### config.mk
export PLATFORM = sky130hd
export DESIGN_NAME = ray_direction_gen
export DESIGN_NICKNAME = d
export VERILOG_FILES = /design/src/rtl/ray_direction_gen.sv
export SDC_FILE = /design/constraint.sdc
export NUM_CORES = 1
export LEC_CHECK = 0
export CAP_MARGIN = 20
export CORE_ASPECT_RATIO = 0.6
export CORE_MARGIN = 3
export CORE_UTILIZATION = 44
export DETAILED_ROUTE_END_ITERATION = 16
export PLACE_DENSITY_LB_ADDON = 0.08
export SYNTH_ARGS = -nofsm -noshare
export SYNTH_HDL_FRONTEND = slang
export SYNTH_SLANG_ARGS = --single-unit
### constraint.sdc
create_clock -name clk -period 4 [get_ports clk]
set_input_delay 0.4 -clock clk [delete_from_list [all_inputs] [get_ports clk]]
set_output_delay 0.4 -clock clk [all_outputs]
set_load 0.01 [all_outputs]
### src/rtl/ray_direction_gen.sv
// Raster-order primary-ray direction generator with credit-based issue.
// Emits {tag, x, y, z} per pixel centre in signed Q fixed point.
module ray_direction_gen #(
   parameter int WIDTH    = 32,
   parameter int Q_BITS   = 16,
   parameter int TAG_SIZE = 8,
   parameter int IMG_W    = 64,
   parameter int IMG_H    = 48,
   parameter int FOCAL    = 64,
   parameter int CREDITS  = 24
) (
   input  logic                          clk,
   input  logic                          reset,
   input  logic                          frame_start,
   input  logic                          ret_valid,
   output logic                          dir_valid,
   output logic [TAG_SIZE+3*WIDTH-1:0]   direction_out,
   output logic                          busy,
   output logic                          frame_done
);

   localparam int PXW = (IMG_W > 2) ? $clog2(IMG_W) : 1;
   localparam int PYW = (IMG_H > 2) ? $clog2(IMG_H) : 1;
   localparam int CW  = $clog2(CREDITS + 1);

   localparam longint LIM  = longint'(1) << (WIDTH - 1);
   localparam longint XMAX = longint'(IMG_W - 1) << (Q_BITS - 1);
   localparam longint YMAX = longint'(IMG_H - 1) << (Q_BITS - 1);
   localparam longint ZVAL = longint'(FOCAL) << Q_BITS;

   localparam logic [WIDTH-1:0] Z_DIR = WIDTH'(ZVAL);

   generate
      if (Q_BITS < 1 || IMG_W < 2 || IMG_H < 2 ||
          (IMG_W % 2) != 0 || (IMG_H % 2) != 0 ||
          FOCAL < 1 || CREDITS < 1 ||
          XMAX >= LIM || YMAX >= LIM || ZVAL >= LIM) begin : g_bad_params
         $error("ray_direction_gen: illegal parameter set");
      end
   endgenerate

   typedef enum logic [1:0] {
      IDLE  = 2'd0,
      ISSUE = 2'd1,
      DRAIN = 2'd2
   } state_t;

   state_t           state;
   state_t           state_nx;
   logic [PXW-1:0]   px;
   logic [PYW-1:0]   py;
   logic [TAG_SIZE-1:0] tag;
   logic [CW-1:0]    credit;

   logic             issue;
   logic             last_px;
   logic             last_pix;
   logic             credit_full;
   logic             busy_nx;
   logic             done_nx;
   logic [WIDTH-1:0] x_pix;
   logic [WIDTH-1:0] y_pix;

   assign credit_full = (credit == CW'(CREDITS));
   assign last_px     = (px == PXW'(IMG_W - 1));
   assign last_pix    = last_px && (py == PYW'(IMG_H - 1));

   // 2*px+1 and 2*py are formed by concatenation, so no multiplier
   assign x_pix = (WIDTH'({px, 1'b1}) - WIDTH'(IMG_W)) << (Q_BITS - 1);
   assign y_pix = (WIDTH'(IMG_H - 1) - WIDTH'({py, 1'b0})) << (Q_BITS - 1);

   always_ff @(posedge clk) begin
      if (reset) begin
         state <= IDLE;
      end else begin
         state <= state_nx;
      end
   end

   always_comb begin
      state_nx = state;
      unique case (state)
         IDLE:    if (frame_start) state_nx = ISSUE;
         ISSUE:   if (issue && last_pix) state_nx = DRAIN;
         DRAIN:   if (credit_full) state_nx = IDLE;
         default: state_nx = IDLE;
      endcase
   end

   // Issue looks only at the registered credit; a same-cycle return waits
   always_comb begin
      issue   = 1'b0;
      done_nx = 1'b0;
      busy_nx = 1'b0;
      unique case (state)
         IDLE: busy_nx = frame_start;
         ISSUE: begin
            issue   = (credit != '0);
            busy_nx = 1'b1;
         end
         DRAIN: begin
            done_nx = credit_full;
            busy_nx = !credit_full;
         end
         default: busy_nx = 1'b0;
      endcase
   end

   always_ff @(posedge clk) begin
      if (reset) begin
         credit        <= CW'(CREDITS);
         px            <= '0;
         py            <= '0;
         tag           <= '0;
         dir_valid     <= 1'b0;
         direction_out <= '0;
         busy          <= 1'b0;
         frame_done    <= 1'b0;
      end else begin
         dir_valid  <= issue;
         busy       <= busy_nx;
         frame_done <= done_nx;

         if (issue && !ret_valid) begin
            credit <= credit - CW'(1);
         end else if (!issue && ret_valid && !credit_full) begin
            credit <= credit + CW'(1);
         end

         if (state == IDLE && frame_start) begin
            px  <= '0;
            py  <= '0;
            tag <= '0;
         end else if (issue) begin
            direction_out <= {tag, x_pix, y_pix, Z_DIR};
            tag           <= tag + TAG_SIZE'(1);
            if (last_px) begin
               px <= '0;
               py <= py + PYW'(1);
            end else begin
               px <= px + PXW'(1);
            end
         end
      end
   end

endmodule

; ---- Word-level counts from Yosys, hierarchy flattened
; Index checks and enable logic that the tools add are counted.
[word_totals]
elab_cells = 52
input_bits = 4
reg_bits = 73
out_inout_bits = 107
[op_classes]
reduce_logical = 17
muxes = 9
eq_ne = 8
bitwise = 2
n_addsub = 7
[ops]
columns = cell, count
row1 = $add A6 B1 Y6 const B, 2
row2 = $eq A6 B6 Y1 const B, 2
row3 = $mux W5, 2
row4 = $add A8 B1 Y8 const B, 1
row5 = $sub A6 B7 Y8 const A, 1
row6 = $sub A7 B7 Y8 const B, 1
row7 = $logic_and A1 B1 Y1, 6
row8 = $mux W2, 3
row9 = $mux W6, 1
row10 = $ne A2 B2 Y1 const B, 3
row11 = $pmux W2 S3, 1
row12 = $add A5 B1 Y5 const B, 1
row13 = $eq A5 B5 Y1 const B, 1
row14 = $reduce_bool A5 Y1, 1
row15 = $sub A5 B1 Y5 const B, 1
row16 = $reduce_and A2 Y1, 2
row17 = $reduce_or A2 Y1, 2
row18 = $logic_not A1 Y1, 3
row19 = $pmux W1 S3, 1
row20 = $reduce_and A3 Y1, 1
row21 = $eq A2 B1 Y1 const B, 1
row22 = $eq A2 B2 Y1 const B, 1
row23 = $logic_not A2 Y1, 1
row24 = $not A1 Y1, 2
row25 = other kinds (2), 2

; ---- Depth between registers and ports, before layout
[depth]
ltp_word = 7
depth_mapped = 10
depth_no_buf = 9

; ---- Worst setup path before layout
; No wires, ideal clock.
[synth_path]
path_type = reg2reg
from = register credit[1]
to = register credit[2]
slack_ps = 1216
synth_period_minus_slack_ps = 2784
arrival_time_ps = 2661
path_stages_with_launch = 10
n_path_buf = 1
setup_ps = 123
t_required_ps = 3877
cell_sequence = dfxtp_1 -> or3_4 -> o311ai_4 -> buf_2 -> nor2_1 -> xor2_1 -> ha_1 -> or4_1 -> a21oi_1 -> mux2_1
[synth_between]
elab_chain_cells = 6
elab_cells_between_ends = 13
classes_between = add/sub: 2 / eq/ne: 1 / mux: 3 / reduce/logical: 7
[synth_lines]
columns = item, line_no
row1 = "start, declared", 53  ; logic [CW-1:0] credit;
row2 = "start signal, assigned", 111  ; credit <= CW'(CREDITS);
row3 = "start signal, assigned", 125  ; credit <= credit - CW'(1);
row4 = "start signal, assigned", 127  ; credit <= credit + CW'(1);
row5 = "parallel branches: the longest is 6 deep, another holds $add A5 B1 Y5", n/a
; Several ways; the timed one is not identified. The select of a mux whose other input is x is not followed.
; A chain may end at the register's enable or synchronous reset.

; ---- Worst setup path after layout
[layout_path]
from = register credit[1]
to = register credit[4]
; Same word-level chain as after synthesis.

==> flow_summary.ini <==
[min_path]
hold_start = direction_out[99]$_SDFFE_PP0P_
hold-path-cell-count = 2
whs_endpoint = direction_out[99]$_SDFFE_PP0P_
min-delay-path-class = flip-flop to flip-flop

[sta]
fin_worst_skew_ns = 0.00662
hold_viol_final = 0
setup_viol = 0
clock.fmax_ghz = 0.386
setup_repair_after_global_routing_missed_its_margin = no
setup_tns_ns = 0
final.min_clock_period_ns = 2.59
timing.slew.headroom = 0.326
worst_pin_slew_ns = 1.01
post-route-period-util = 0.648
final-max-slew-violation-count = 0

[clocking]
tritoncts = done
clock_tree.buffer_depth = 2
cts.sinks = 52
cts.clk_slew.worst_paths_ns = 0.09
post_cts_resized = 0
clkLatencyLatePin_ns = 0.30
post-cts-setup-buffers = 0
post_cts_hold_buffer_count = 0
cts-buffers-inserted = 5
htree_num_levels = 2
clock_tree.root_cell = sky130_fd_sc_hd__clkbuf_8

[place]
global_placement_routability_congestion = 0.810
hpwl_mm = 3.49
dp.cells = 435
port_buffers = 49

[logic_synthesis]
sequential_element_share_of_the_synthesized_area = 0.372
synthTopCellsByCount = sky130_fd_sc_hd__buf_4, sky130_fd_sc_hd__dfxtp_1, sky130_fd_sc_hd__nand2_1, sky130_fd_sc_hd__nor2_1, sky130_fd_sc_hd__a21oi_1
synth.most_common_cell = sky130_fd_sc_hd__buf_4
postSynth.asyncResetShare = 0
synthCells = 338
postSynthAreaPerCell_sq_um = 8.27
ys_ff_latch = 52
yosys_most_used_dff = sky130_fd_sc_hd__dfxtp_1
syn_area_sq_mm = 0.00280
synth_warnings = 0
yosysTopAreaCellShare = 0.372
yosys.area.top_type = sky130_fd_sc_hd__dfxtp_1
synth_enable_flop_cells = 0
yosys-top-cells-area = sky130_fd_sc_hd__dfxtp_1, sky130_fd_sc_hd__buf_4, sky130_fd_sc_hd__nand2_1
yosysUniqueCellTypes = 38

[setup_path]
critical_path.reg2reg.endpoint = credit[4]$_SDFFE_PP1P_
crit_arrival_ns = 2.83
critical_path_buf_inv_count = 0
critical_path.startpoint_type = flip-flop
path_delay_family = simple AND/OR/NAND/NOR gates
crit_path_max_fanout = 7
path_cells = or3_4, o311ai_4, nor2_1, xor2_1, ha_1, o31a_1, or4_1, a21oi_1, mux2i_1
critical_path.max_stage_delay_ns = 0.42
worst-setup-path-type = flip-flop to flip-flop
critPathSlowestCell = sky130_fd_sc_hd__or3_4
setup.worst_path.end_class = flip-flop
worst_r2r_path_depth = 9
worstReg2RegStart = credit[1]$_SDFFE_PP0P_
crit_path_required_time_ns = 4.24
timing.reg2reg.setup_slack_ns = 1.41

[drt]
firstDrtPassIters = 4
count_of_vias_placed_by_the_detailed_router = 1936
remaining_drc_errors = 0
route.antenna.remaining_nets = 0
avgRoutedWirePerCell_um = 11.2
drtIter0Drc = 52
drt-total-wl_mm = 4.97
route.detailed.vias_per_inst = 4.38

[pwr]
total_leakage_power_nw = 1.25
vdd_drop_max_mv = 0.175
powerDensity_mw_per_mm2 = 391

[die]
die_boundary_height_um = 67.7
die_area_sq_mm = 0.00738
start_util = 0.477
boundary_pins = 111
area_of_the_core_sq_mm = 0.00586
placement_rows = 21
fp.dieW_um = 109

[cells_and_area]
fin_cells = 442
post_route_cells_drive_above_1_share = 0.0414
num-nets-final = 373
area.growth.synth_to_final_pct = 10.8
filler_cell_count = 589
diodes = 0

[grt]
globalRouteTotalUtil = 0.136
number_of_global_route_vias_before_repair = 1680
grt_max_degree = 37
grt_first_pass_wirelength_mm = 7.89
globalRouteOverflowTotal = 0
antenna_violations_before_repair = 0

[job]
cap_violations = 0

[status]
status = finished clean
[layer usage]
layer,vias to the layer above,track usage,share of wire
met2,63,0.196,0.42
li1,1005,-,-
met4,0,0.0378,0.0085
met3,6,0.0439,0.063
met1,862,0.193,0.51
met5,-,0,0
[state kept, by name, indices dropped and copies added, names as in the netlist]
signal / count
frame_done: 1
direction_out: 22
state: 2
busy: 1
px: 6
py: 6
credit: 5
tag: 8
dir_valid: 1
[per-stage QoR]
step | instance area, sq um | hold WS [ns] | util | power (mW) | setup WS (ns)
finish | 3100 | 0.457 | 0.529 | 1.21 | 1.41
global placement | 2970 | 0.443 | 0.507 | 0.806 | 1.45
floorplan | 3020 | 0.444 | - | 0.793 | 1.22
global route | 3100 | 0.477 | 0.529 | 1.28 | 1.32
detailed placement | 2970 | 0.448 | 0.507 | 0.806 | 1.43
CTS | 3100 | 0.462 | 0.529 | 1.22 | 1.41
[worst register-to-register path: stages (launching register included)]
cell	delay, ns
sky130_fd_sc_hd__dfxtp_1	0.38
sky130_fd_sc_hd__or3_4	0.42
sky130_fd_sc_hd__o311ai_4	0.24
sky130_fd_sc_hd__nor2_1	0.10
sky130_fd_sc_hd__xor2_1	0.15
sky130_fd_sc_hd__ha_1	0.23
sky130_fd_sc_hd__o31a_1	0.24
sky130_fd_sc_hd__or4_1	0.41
sky130_fd_sc_hd__a21oi_1	0.17
sky130_fd_sc_hd__mux2i_1	0.19
[layout by cell type, fill, tap and decap left out, types with 2 or more instances in the layout]
| cell | synthesis | routed |
|---|---|---|
| sky130_fd_sc_hd__xnor2_1 | 8 | 8 |
| sky130_fd_sc_hd__nor2_1 | 39 | 39 |
| sky130_fd_sc_hd__conb_1 | 1 | 61 |
| sky130_fd_sc_hd__inv_1 | 2 | 2 |
| sky130_fd_sc_hd__mux2i_1 | 2 | 2 |
| sky130_fd_sc_hd__nand3_1 | 7 | 7 |
| sky130_fd_sc_hd__clkbuf_8 | 0 | 5 |
| sky130_fd_sc_hd__a211oi_1 | 3 | 3 |
| sky130_fd_sc_hd__dfxtp_1 | 52 | 52 |
| sky130_fd_sc_hd__or3_1 | 2 | 2 |
| sky130_fd_sc_hd__nor3_1 | 3 | 3 |
| sky130_fd_sc_hd__bufinv_16 | 0 | 2 |
| sky130_fd_sc_hd__and3_1 | 5 | 5 |
| sky130_fd_sc_hd__a21oi_1 | 28 | 28 |
| sky130_fd_sc_hd__xor2_1 | 12 | 12 |
| sky130_fd_sc_hd__or4_1 | 2 | 2 |
| sky130_fd_sc_hd__buf_4 | 82 | 4 |
| sky130_fd_sc_hd__nor2b_1 | 2 | 2 |
| sky130_fd_sc_hd__ha_1 | 7 | 7 |
| sky130_fd_sc_hd__o21ai_0 | 6 | 6 |
| sky130_fd_sc_hd__clkdlybuf4s50_1 | 0 | 49 |
| sky130_fd_sc_hd__nand4_1 | 4 | 4 |
| sky130_fd_sc_hd__nand2_1 | 42 | 42 |
[logic make-up after synthesis]
| group | after synthesis | share of synthesized area |
|---|---|---|
| AND/OR/NAND/NOR | 112 | 0.177 |
| buffers and inverters | 98 | 0.243 |
| other | 1 | 0.00134 |
| XOR/XNOR | 20 | 0.0627 |
| multiplexers | 4 | 0.0166 |
| AO/OA/AOI/OAI | 44 | 0.0953 |
| adder cells (fa/ha/maj) | 7 | 0.0313 |
| flip-flops | 52 | 0.372 |
[power breakdown]
part	internal (mW)	switching (mW)	leakage, nW	total (mW)
sequential	0.540	0.0288	0.423	0.569
clock	0.246	0.171	0.0642	0.417
combinational	0.102	0.125	0.763	0.227
total	0.888	0.325	1.25	1.21
[how the worst max path moves through the flow]
stage / start / endpoint / slack [ns] / depth (start not counted)
6_report: credit[1]$_SDFFE_PP0P_ / credit[4]$_SDFFE_PP1P_ / 1.41 / 9
3_3_place_gp: ret_valid / credit[2]$_SDFFE_PP0P_ / 1.45 / 7
5_1_grt: credit[1]$_SDFFE_PP0P_ / credit[2]$_SDFFE_PP0P_ / 1.32 / 8
4_1_cts: credit[1]$_SDFFE_PP0P_ / credit[4]$_SDFFE_PP1P_ / 1.41 / 9
3_5_place_dp: ret_valid / credit[4]$_SDFFE_PP1P_ / 1.43 / 8
2_1_floorplan: credit[1]$_SDFFE_PP0P_ / credit[2]$_SDFFE_PP0P_ / 1.22 / 9
[area by class of cell]
type,count,area [sq um],share of cell area
inverter,2,7.51,0.00242
sequential,52,1040,0.336
multi-input combinational,248,1300,0.420
timing repair buffer,53,520,0.168
clock inverter,2,60.1,0.0194
tap,80,100,0.0323
clock buffer,5,68.8,0.0222
(Power assumes the default switching activity.)
